File: src/rtl/pa_cp0_cache_seq_pkg.sv
// Shared definitions for the CP0 cache-maintenance sequencer and the IDU
// custom-extension decoder: sequencer state encodings, D-cache request type
// codes, cache-op field encodings and the op decode helper.
package pa_cp0_cache_seq_pkg;

    typedef enum logic [2:0] {
        StIdle  = 3'd0,
        StDcAll = 3'd1,
        StDcOne = 3'd2,
        StIc    = 3'd3,
        StWait  = 3'd4,
        StCmplt = 3'd5
    } seq_state_e;

    // D-cache request type codes; 2'b00 never appears on the request bus.
    localparam logic [1:0] REQ_CLR    = 2'b01;
    localparam logic [1:0] REQ_INV    = 2'b10;
    localparam logic [1:0] REQ_CLRINV = 2'b11;

    // Op = {inst[25], inst[24:20]}. The D-cache groups are matched on op[4:2],
    // with op[5] selecting all (0) versus set/way or PA (1).
    localparam logic [2:0] OP_DC_ALL = 3'b000;  // op[5]=0
    localparam logic [2:0] OP_DC_SW  = 3'b000;  // op[5]=1
    localparam logic [2:0] OP_DC_PA  = 3'b010;  // op[5]=1
    localparam logic [3:0] OP_IC_ALL = 4'b1000; // op[5]=0, op[4:1]
    localparam logic [5:0] OP_IC_PA  = 6'b111000;

    typedef enum logic [1:0] {
        AddrZero   = 2'd0,
        AddrRs1    = 2'd1,
        AddrSetWay = 2'd2
    } addr_src_e;

    typedef struct packed {
        seq_state_e nxt_state;
        logic [1:0] req_type;
        logic       pa;
        addr_src_e  addr_src;
    } op_dec_t;

    // Anything not recognised as a cache op completes as a no-op.
    function automatic op_dec_t decode_op(input logic [5:0] op);
        op_dec_t d;
        d = '{nxt_state: StCmplt, req_type: 2'b00, pa: 1'b0, addr_src: AddrZero};
        if (!op[5] && op[4:2] == OP_DC_ALL && op[1:0] != 2'b00) begin
            d = '{nxt_state: StDcAll, req_type: op[1:0], pa: 1'b0, addr_src: AddrZero};
        end else if (op[5] && op[4:2] == OP_DC_SW && op[1:0] != 2'b00) begin
            d = '{nxt_state: StDcOne, req_type: op[1:0], pa: 1'b0, addr_src: AddrSetWay};
        end else if (op[5] && op[4:2] == OP_DC_PA && op[1:0] != 2'b00) begin
            d = '{nxt_state: StDcOne, req_type: op[1:0], pa: 1'b1, addr_src: AddrRs1};
        end else if (!op[5] && op[4:1] == OP_IC_ALL) begin
            d = '{nxt_state: StIc, req_type: 2'b00, pa: 1'b0, addr_src: AddrZero};
        end else if (op == OP_IC_PA) begin
            d = '{nxt_state: StIc, req_type: 2'b00, pa: 1'b1, addr_src: AddrRs1};
        end
        return d;
    endfunction

endpackage

File: src/rtl/pa_cp0_cache_seq_cnt.sv
// Set/way walk counter for the "all" D-cache ops. Way is the inner loop.
// Ports:
//   forever_cpuclk, cpurst_b : clock, synchronous active-low reset
//   cnt_clr                  : return to set 0, way 0 (has priority over cnt_adv)
//   cnt_adv                  : step to the next line
//   cnt_set, cnt_way         : current line
//   cnt_last                 : current line is set 2^SET_W-1, way WAY_NUM-1
module pa_cp0_cache_seq_cnt #(
    parameter int unsigned SET_W   = 7,
    parameter int unsigned WAY_NUM = 2,
    parameter int unsigned WAY_W   = 1
) (
    input  logic             forever_cpuclk,
    input  logic             cpurst_b,
    input  logic             cnt_clr,
    input  logic             cnt_adv,
    output logic [SET_W-1:0] cnt_set,
    output logic [WAY_W-1:0] cnt_way,
    output logic             cnt_last
);

    logic [SET_W-1:0] set_q;
    logic [WAY_W-1:0] way_q;
    logic             way_last;

    assign way_last = (way_q == WAY_W'(WAY_NUM - 1));
    assign cnt_last = way_last && (&set_q);
    assign cnt_set  = set_q;
    assign cnt_way  = way_q;

    always_ff @(posedge forever_cpuclk) begin
        if (!cpurst_b) begin
            set_q <= '0;
            way_q <= '0;
        end else if (cnt_clr) begin
            set_q <= '0;
            way_q <= '0;
        end else if (cnt_adv) begin
            if (way_last) begin
                way_q <= '0;
                set_q <= set_q + SET_W'(1);
            end else begin
                way_q <= way_q + WAY_W'(1);
            end
        end
    end

endmodule

File: src/rtl/pa_cp0_cache_seq.sv
// CP0 cache-maintenance sequencer. Accepts one decoded cache op from the IDU,
// issues D-cache line requests (single line or a full set/way walk) or one
// I-cache invalidate, waits for the cache to drain and pulses completion to
// the RTU. Non-cache ops complete immediately.
// Ports:
//   forever_cpuclk, cpurst_b     : clock, synchronous active-low reset
//   idu_cp0_cache_vld/op/rs1     : op in; accepted when cp0_idu_cache_rdy
//   cp0_idu_cache_rdy            : idle
//   cp0_dcache_req_*             : D-cache line request, held until dcache_cp0_req_gnt
//   dcache_cp0_idle              : D-cache has retired all line ops
//   cp0_icache_inv_req/inv_pa    : I-cache invalidate (level) until icache_cp0_inv_done
//   cp0_rtu_cache_cmplt          : one-cycle completion pulse
module pa_cp0_cache_seq
    import pa_cp0_cache_seq_pkg::*;
#(
    parameter int unsigned SET_W    = 7,
    parameter int unsigned WAY_NUM  = 2,
    parameter int unsigned LINE_OFF = 4
) (
    input  logic        forever_cpuclk,
    input  logic        cpurst_b,
    input  logic        idu_cp0_cache_vld,
    input  logic [5:0]  idu_cp0_cache_op,
    input  logic [31:0] idu_cp0_cache_rs1,
    output logic        cp0_idu_cache_rdy,
    output logic        cp0_dcache_req_vld,
    output logic [1:0]  cp0_dcache_req_type,
    output logic        cp0_dcache_req_pa,
    output logic [31:0] cp0_dcache_req_addr,
    input  logic        dcache_cp0_req_gnt,
    input  logic        dcache_cp0_idle,
    output logic        cp0_icache_inv_req,
    output logic        cp0_icache_inv_pa,
    input  logic        icache_cp0_inv_done,
    output logic        cp0_rtu_cache_cmplt
);

    localparam int unsigned WAY_W = (WAY_NUM > 1) ? $clog2(WAY_NUM) : 1;

    seq_state_e       state_q, state_d;
    logic [1:0]       type_q, type_d;
    logic             pa_q, pa_d;
    logic [31:0]      addr_q, addr_d;
    op_dec_t          op_dec;
    logic             cnt_clr, cnt_adv, cnt_last;
    logic [SET_W-1:0] cnt_set;
    logic [WAY_W-1:0] cnt_way;

    // Set/way address: way in the top bits, set in the set-index field.
    function automatic logic [31:0] sw_addr(input logic [WAY_W-1:0] way,
                                            input logic [SET_W-1:0] set);
        logic [31:0] a;
        a = '0;
        a[31 -: WAY_W]     = way;
        a[LINE_OFF +: SET_W] = set;
        return a;
    endfunction

    assign op_dec = decode_op(idu_cp0_cache_op);

    pa_cp0_cache_seq_cnt #(
        .SET_W   (SET_W),
        .WAY_NUM (WAY_NUM),
        .WAY_W   (WAY_W)
    ) u_cnt (
        .forever_cpuclk (forever_cpuclk),
        .cpurst_b       (cpurst_b),
        .cnt_clr        (cnt_clr),
        .cnt_adv        (cnt_adv),
        .cnt_set        (cnt_set),
        .cnt_way        (cnt_way),
        .cnt_last       (cnt_last)
    );

    always_comb begin
        state_d = state_q;
        type_d  = type_q;
        pa_d    = pa_q;
        addr_d  = addr_q;
        cnt_clr = 1'b0;
        cnt_adv = 1'b0;
        unique case (state_q)
            StIdle: begin
                if (idu_cp0_cache_vld) begin
                    state_d = op_dec.nxt_state;
                    type_d  = op_dec.req_type;
                    pa_d    = op_dec.pa;
                    cnt_clr = 1'b1;
                    unique case (op_dec.addr_src)
                        AddrRs1:    addr_d = idu_cp0_cache_rs1;
                        AddrSetWay: addr_d = sw_addr(idu_cp0_cache_rs1[31 -: WAY_W],
                                                     idu_cp0_cache_rs1[LINE_OFF +: SET_W]);
                        default:    addr_d = '0;
                    endcase
                end
            end
            StDcAll: begin
                if (dcache_cp0_req_gnt) begin
                    cnt_adv = 1'b1;
                    if (cnt_last) state_d = StWait;
                end
            end
            StDcOne: if (dcache_cp0_req_gnt) state_d = StWait;
            StIc:    if (icache_cp0_inv_done) state_d = StCmplt;
            StWait:  if (dcache_cp0_idle) state_d = StCmplt;
            StCmplt: state_d = StIdle;
            default: state_d = StIdle;
        endcase
    end

    always_ff @(posedge forever_cpuclk) begin
        if (!cpurst_b) begin
            state_q <= StIdle;
            type_q  <= 2'b00;
            pa_q    <= 1'b0;
            addr_q  <= '0;
        end else begin
            state_q <= state_d;
            type_q  <= type_d;
            pa_q    <= pa_d;
            addr_q  <= addr_d;
        end
    end

    // Outputs are gated by state so stale op registers never leak out.
    always_comb begin
        cp0_idu_cache_rdy   = (state_q == StIdle);
        cp0_dcache_req_vld  = (state_q == StDcAll) || (state_q == StDcOne);
        cp0_dcache_req_type = cp0_dcache_req_vld ? type_q : 2'b00;
        cp0_dcache_req_pa   = (state_q == StDcOne) && pa_q;
        cp0_dcache_req_addr = '0;
        if (state_q == StDcAll) begin
            cp0_dcache_req_addr = sw_addr(cnt_way, cnt_set);
        end else if (state_q == StDcOne || state_q == StIc) begin
            cp0_dcache_req_addr = addr_q;
        end
        cp0_icache_inv_req  = (state_q == StIc);
        cp0_icache_inv_pa   = (state_q == StIc) && pa_q;
        cp0_rtu_cache_cmplt = (state_q == StCmplt);
    end

endmodule

File: config.mk
export PLATFORM = sky130hd
export DESIGN_NAME = pa_cp0_cache_seq
export DESIGN_NICKNAME = d
export VERILOG_FILES = /design/src/rtl/pa_cp0_cache_seq_pkg.sv /design/src/rtl/pa_cp0_cache_seq_cnt.sv /design/src/rtl/pa_cp0_cache_seq.sv
export SDC_FILE = /design/constraint.sdc
export NUM_CORES = 1
export LEC_CHECK = 0
export BUFFER_PORTS_ARGS = -buffer_cell sky130_fd_sc_hd__buf_4
export CORE_UTILIZATION = 40
export CTS_CLUSTER_SIZE = 40
export DETAILED_ROUTE_END_ITERATION = 16
export GPL_ROUTABILITY_DRIVEN = 0
export PLACE_DENSITY = 0.8
export SETUP_SLACK_MARGIN = 0.1
export SYNTH_ARGS = -nofsm -noshare
export SYNTH_HDL_FRONTEND = slang
export SYNTH_HIERARCHICAL = 1
export SYNTH_SLANG_ARGS = --single-unit
File: constraint.sdc
create_clock -name forever_cpuclk -period 2.5 [get_ports forever_cpuclk]
set_clock_uncertainty 0.1 [all_clocks]
set_input_delay 0.75 -clock forever_cpuclk [delete_from_list [all_inputs] [get_ports forever_cpuclk]]
set_output_delay 0.75 -clock forever_cpuclk [all_outputs]
set_load 0.005 [all_outputs]
* After elaboration in Yosys (flattened, before gate mapping)
Index checks and enable logic that the tools add are counted.
Operators by class: muxes and demuxes 21, $add $sub $neg 2, reduce and logical (&&, ||, !) cells 21, equality and inequality tests 16, bitwise operators 1
Operator list (count):
- $mux 32 | 2
- $pmux 32 s2 | 1
- $mux 8 | 5
- $mux 3 | 6
- $pmux 3 s5 | 1
- $logic_and 1x1->1 | 10
- $ne 2x2->1 const B | 5
- $eq 3x2->1 const B | 3
- $add 7x1->7 const B | 1
- $reduce_and 7->1 | 1
- $eq 3x3->1 const B | 2
- $eq 6x6->1 const B | 1
- $logic_not 3->1 | 2
- $reduce_and 6->1 | 1
- $mux 1 | 5
- $eq 4x4->1 const B | 1
- $reduce_and 2->1 | 2
- $eq 3x1->1 const B | 1
- $eq 2x1->1 const B | 1
- $eq 2x2->1 const B | 1
- $logic_or 1x1->1 | 2
- $mux 2 | 1
- $ne 2x1->1 const B | 1
- $reduce_bool 2->1 | 1
- other kinds (4) | 4
Storage, ports and cells: bits in registers 46

* Longest topological paths before layout
Gate-level depths: netlist of the first run.
depth after elaboration 8, gate-level depth with buffers 9, gate-level depth less buffers 9

* By module
Netlist of the first run, hierarchy kept.
By module, submodules not included:
- pa_cp0_cache_seq | times used 1, sequential area each 760.7 sq um, cells an instance 264, area each 2103.3 sq um
- pa_cp0_cache_seq_cnt | times used 1, sequential area each 160.2 sq um, cells an instance 41, area each 352.8 sq um

* Worst setup path after synthesis of the first run
Ideal clock, no wire load.
kind input -> register, start input port idu_cp0_cache_op[1], end register addr_q[31], stages on the path 8, required time 2324 ps, buffers on the path 1, setup slack 63 ps, library setup time 76 ps, arrival 2262 ps, cells stage by stage o21ai_0 nor4b_1 ha_1 clkbuf_1 nor2_1 nor2_1 nand3_1 a21boi_0
RTL lines:
- from (decl) | RTL line pa_cp0_cache_seq.sv:23 | input logic [5:0] idu_cp0_cache_op,
- to (signal assigned) | RTL line pa_cp0_cache_seq.sv:121 | addr_q <= addr_d;
- to (decl) | RTL line pa_cp0_cache_seq.sv:43 | logic [31:0] addr_q, addr_d;

* Final worst setup path of the first run
start register state_q[2], end output port cp0_dcache_req_pa
On the way: word-level cells in the longest chain between the ends 2
Ends and longest elaborated chain:
- from (decl) | RTL line pa_cp0_cache_seq.sv:40 | seq_state_e state_q, state_d;
- from (signal assigned) | RTL line pa_cp0_cache_seq.sv:113 | state_q <= StIdle;
- from (signal assigned) | RTL line pa_cp0_cache_seq.sv:118 | state_q <= state_d;
- $eq 3x2->1 | RTL line pa_cp0_cache_seq.sv:130 | cp0_dcache_req_pa = (state_q == StDcOne) && pa_q;
- $logic_and 1x1->1 | RTL line pa_cp0_cache_seq.sv:130
- to (decl) | RTL line pa_cp0_cache_seq.sv:28 | output logic cp0_dcache_req_pa,
No other way between the ends.

==> results.toml, run 1 <==
[outcome]
status = "finished clean"

[worst_setup_path]
cpMaxStageDelayCell = "dfxtp_1"
path_buf_inv = 2
path_common_cell = "buf_4"
startpoint_type = "flop"
critPathMaxFanout = 27
path_cells = "nor2b_1 > buf_4 > and3b_1 > buf_4"
path_class = "flop to primary output"
crit_path_end_kind = "primary output"
required_ps = 1650
max_stage_delay_ps = 530
crit_family = "flip-flops"
arrival_ps = 1450

[clock_tree]
clock-sinks = 46
numCtsBuffers = 5
cts_tree = "done"
h-tree-depth = 2
cts.clk_slew.worst_paths_ps = 80
clk_latency_ps = 290
post_cts_buffers = 0
cts_hold_buf = 0
cts_resized = 0
cts.path.max_buffers = 2
root_buffer = "clkbuf_8"

[grt]
grt-ovfl-total = 0
grt_max_degree = 43
antenna_found_initial = 0
grt_pass1_vias = 2086
grt_pass1_wl_um = 9500
gr-usage-all-layers_pct = 18.8

[timing]
slew_headroom_pct = 69.7
min_period_over_period_pct = 91.8
period_minus_slack_ps = 2300
worst_slew_pin_slew_ps = 450
setup_viol = 0
rsz0062_at_grt = "false"
drv_slew = 0
clock.fmax_mhz = 436
hold_violations = 0
final_critical_path_setup_slack_ps = 204

[job]
max_cap_viol_count = 0

[placed_design]
hpwl_um = 4400
numPortBuffers = 83
dp_slack_ps = -51.0

[power_and_ir_drop]
ir_worst_vdd_uv = 456
pwr_density_cell_nw_per_um2 = 590
power_leakage_uw = 0.00132
power_uw = 1920

[synthesis]
syn-cell-area_um2 = 2460
ys.flop_type = "dfxtp_1"
postSynthCellCount = 305
synth-edff-count = 0
async_flop_share_pct = 0
synth_nets = 352
yosysUniqueCellTypes = 40
synth.avg_cell_area_um2 = 8.05
ys_ff_latch = 46
yosysSeqAreaShare_pct = 37.5
yosysWarningCount = 6

[routing]
num_vias = 2408
viasPerCell = 5.23
drt_iter0_drc = 87
firstDrtPassIters = 4
wire_per_inst_um = 13.1
wl_um = 6010
final_antenna_net_count = 0
drc = 0

[worst_hold_path]
worstHoldPathType = "flop to flop"

[layout]
num_antenna_cells = 0
syn_to_final_growth_pct = 32.4
drive_gt1_share_pct = 28.3
layout_commonest_cell = "buf_4"
nNetsFinal = 431
final_cell_mix = "buf_4, dfxtp_1, nand2_1, nand3_1, and2_1"
fill_cells = 583

[floorplan]
core_um2 = 5920
die_h_um = 80.4
fp-row-count = 28
io_pins = 84
die_x_um = 80.4
start_util_pct = 41.5
fp.dieArea_um2 = 6460
power by group:
part / total [uW] / internal [uW] / switching [uW]
sequential: 804 / 761 / 43.3
clock: 530 / 299 / 231
combinational: 586 / 235 / 351
path summary, 6_finish.rpt:
path	start	to	slack, ps	cells past startpoint
min reg2reg	addr_q[0]	addr_q[0]	350	2
max	state_q[2]	cp0_dcache_req_pa	200	4
min	addr_q[0]	addr_q[0]	350	2
max reg2reg	state_q[0]	addr_q[17]	500	6
metrics by stage:
| stage | hold WS [ps] | std cells | util (%) | cell area (um2) | TNS [ps] |
|---|---|---|---|---|---|
| floorplan | 326 | 305 | - | 2460 | 0 |
| global route | 371 | 460 | 54.9 | 3250 | 0 |
| detailed placement | 340 | 452 | 53.1 | 3150 | -170 |
| CTS | 352 | 460 | 54.9 | 3250 | 0 |
| global placement | 334 | 452 | 53.1 | 3150 | 0 |
| finish | 348 | 460 | 54.9 | 3250 | 0 |
sequential cells by signal, indices dropped and copies added, names as in the netlist:
name	count
state_q	3
addr_q	32
u_cnt/cnt_way	1
pa_q	1
u_cnt/cnt_set	7
type_q	2
cells in the mapped netlist, types with 2 or more instances:
library cell	count	area [um2]
dfxtp_1	46	921
a21boi_0	14	105
nand3_1	37	185
a22oi_1	10	75.1
and2_1	28	175
and3b_1	3	26.3
o21ai_0	8	40.0
o31ai_1	2	15.0
nor2_1	21	78.8
or3_1	4	25.0
a21oi_1	5	25.0
xnor2_1	3	26.3
mux2i_1	4	40.0
ha_1	3	37.5
nand3b_1	2	15.0
nor3_1	3	15.0
nor2b_1	7	43.8
nand2_1	40	150
inv_1	4	15.0
a21boi_1	20	150
clkbuf_1	18	67.6
buf_6	5	56.3
layout make-up:
cell class | instances | area, um2 | area share [%]
inverters | 5 | 21.3 | 0.654
multi-input cells | 231 | 1400 | 42.9
well taps | 75 | 93.8 | 2.89
repair buffers | 95 | 713 | 21.9
flip-flops and latches | 46 | 921 | 28.3
clock buffers | 7 | 76.3 | 2.35
clock inverters | 1 | 30.0 | 0.923
tightest hold or removal path: stages, from the launching register on:
cell and delay, ps:
dfxtp_1 310, nand2_1 50, a21boi_1 50
cell families after synthesis:
kind of cell,after synthesis,share of synthesized area (%)
AO/OA/AOI/OAI,63,18.1
buffers and inverters,28,5.91
adder cells (fa/ha/maj),3,1.53
XOR/XNOR,4,1.43
AND/OR/NAND/NOR,157,33.9
multiplexers,4,1.63
flip-flops,46,37.5
routing by layer:
| metal | vias to the layer above | global-route usage [%] | part of all wire, % |
|---|---|---|---|
| li1 | 1206 | - | - |
| met1 | 1121 | 22.6 | 44 |
| met2 | 70 | 33.5 | 49 |
| met3 | 11 | 3.64 | 5.2 |
| met4 | 0 | 5.36 | 1.3 |
| met5 | - | 0 | 0 |
Note: power is estimated with default switching activity, not from simulation.
==> inputs of run 2 (changes only) <==
CTS_BUF_LIST = sky130_fd_sc_hd__clkbuf_4 sky130_fd_sc_hd__clkbuf_8 sky130_fd_sc_hd__clkbuf_16   (was default)
==> run 2 against run 1 <==
  * Total power increased by 1.0%
  * Flip-flop and latch count stayed put
  * Die area unchanged
  * Setup slack better by 6.3 ps
  * Via count is 0.50% lower
  * Clock-buffer cell count unchanged
  * Critical path type unchanged
  * Largest cell class unchanged
  * Highest routed layer unchanged
==> results.toml, run 2 (same netlist as run 1, synthesis figures left out) <==
[outcome]
status = "finished clean"

[clock_tree]
root_buffer = "clkbuf_8"
cts_tree = "done"
clk_latency_ps = 290
post_cts_buffers = 0
h-tree-depth = 2
cts.clk_slew.worst_paths_ps = 80
cts.path.max_buffers = 2
clock-sinks = 46
numCtsBuffers = 5
cts_hold_buf = 0
cts_resized = 0

[grt]
gr-usage-all-layers_pct = 18.7
grt_pass1_wl_um = 9450
antenna_found_initial = 0
grt_pass1_vias = 2072
grt-ovfl-total = 0
grt_max_degree = 43

[layout]
drive_gt1_share_pct = 28.8
regArea_um2 = 921
stdcell_area_um2 = 3260
layout_commonest_cell = "buf_4"
num_antenna_cells = 0
largest_register = "addr_q"
fin_cells = 460
largest_reg_flops = 32
nNetsFinal = 431
syn_to_final_growth_pct = 32.7
final_cell_mix = "buf_4, dfxtp_1, nand2_1, nand3_1, and2_1"
fill_cells = 577
multi_input_area_um2 = 1400

[job]
max_cap_viol_count = 0

[routing]
drt_iter0_drc = 81
route.met3.wl_um = 308
wire_per_inst_um = 13.0
wl_um = 5990
firstDrtPassIters = 4
routedLengthMet1_um = 2660
drc = 0
routed-wl-met2_um = 2960
num_vias = 2396
top_layer = "met4"
viasPerCell = 5.21
final_antenna_net_count = 0

[power_and_ir_drop]
ir_worst_vdd_uv = 458
seq_power_share_pct = 41.4
combPwrFrac_pct = 30.2
internal_power_uw = 1320
power_leakage_uw = 0.00133
pwr_density_cell_nw_per_um2 = 595
switching_share_pct = 32.1
power_uw = 1940
clock_power_share_pct = 28.3
switchingPower_uw = 623

[timing]
setup_tns_ps = 0
clock.fmax_mhz = 437
final_critical_path_setup_slack_ps = 211
setup_viol = 0
worst_slew_pin_slew_ps = 446
drv_slew = 0
hold_violations = 0
period_minus_slack_ps = 2290
rsz0062_at_grt = "false"
slew_headroom_pct = 70.0
min_period_over_period_pct = 91.6

[worst_setup_path]
startpoint_type = "flop"
path_cells = "nor2b_1 > buf_4 > and3b_1 > buf_4"
path_class = "flop to primary output"
crit_family = "flip-flops"
path_common_cell = "buf_4"
max_stage_delay_ps = 530
critPathMaxFanout = 27
crit_path_end_kind = "primary output"
cpMaxStageDelayCell = "dfxtp_1"
arrival_ps = 1440
path_buf_inv = 2
required_ps = 1650

[floorplan]
die_h_um = 80.4
fp.dieArea_um2 = 6460
core_um2 = 5920
start_util_pct = 41.5
io_pins = 84
fp-row-count = 28
die_x_um = 80.4

[placed_design]
hpwl_um = 4400
numPortBuffers = 83
dp_slack_ps = -51.0
placed_area_um2 = 3150
place_inst = 452

[worst_hold_path]
worstHoldPathType = "flop to flop"
[run 2: cell count changes in the layout (fill, tap and decap cells not counted)]
cell      delta
clkbuf_1     -2
clkbuf_4     +2
[run 2: worst min-delay path: stages (launching register included)]
cell      delay, ps
dfxtp_1         310
nand2_1          50
a21boi_1         50
[run 2: metrics by stage]
step | utilization (%) | hold slack [ps]
floorplan | - | 326
global placement | 53.1 | 334
detailed placement | 53.1 | 340
CTS | 55.1 | 352
global route | 55.1 | 371
finish | 55.1 | 348
[run 2: layout make-up]
cell class                 count  share of cell area, %
clock inverter                 1                  0.921
multi-input combinational    231                   42.8
clock buffer                   7                   2.57
sequential                    46                   28.3
inverter                       5                  0.653
timing repair buffer          95                   21.9
tap                           75                   2.88
[run 2: final timing paths]
path	start	endpoint	slack [ps]	cells past startpoint
worst max-delay path	state_q[2]	cp0_dcache_req_pa	210	4
worst min-delay path	addr_q[0]	addr_q[0]	350	2
worst max register to register	state_q[0]	addr_q[17]	500	6
worst min register to register	addr_q[0]	addr_q[0]	350	2
[run 2: per-layer routing]
layer	global-route usage, %	vias up
met5	0	-
met3	3.64	6
met1	22.4	1112
met2	33.4	72
met4	5.36	0
li1	-	1206
[run 2: power groups by stage]
stage | Sequential, uW | Combinational (uW) | Clock, uW
after CTS | 805 | 586 | 570
after global routing | 810 | 640 | 603
after floorplan | 794 | 422 | 0
after global placement | 819 | 574 | 0
final | 803 | 587 | 550
after detailed placement | 822 | 582 | 0
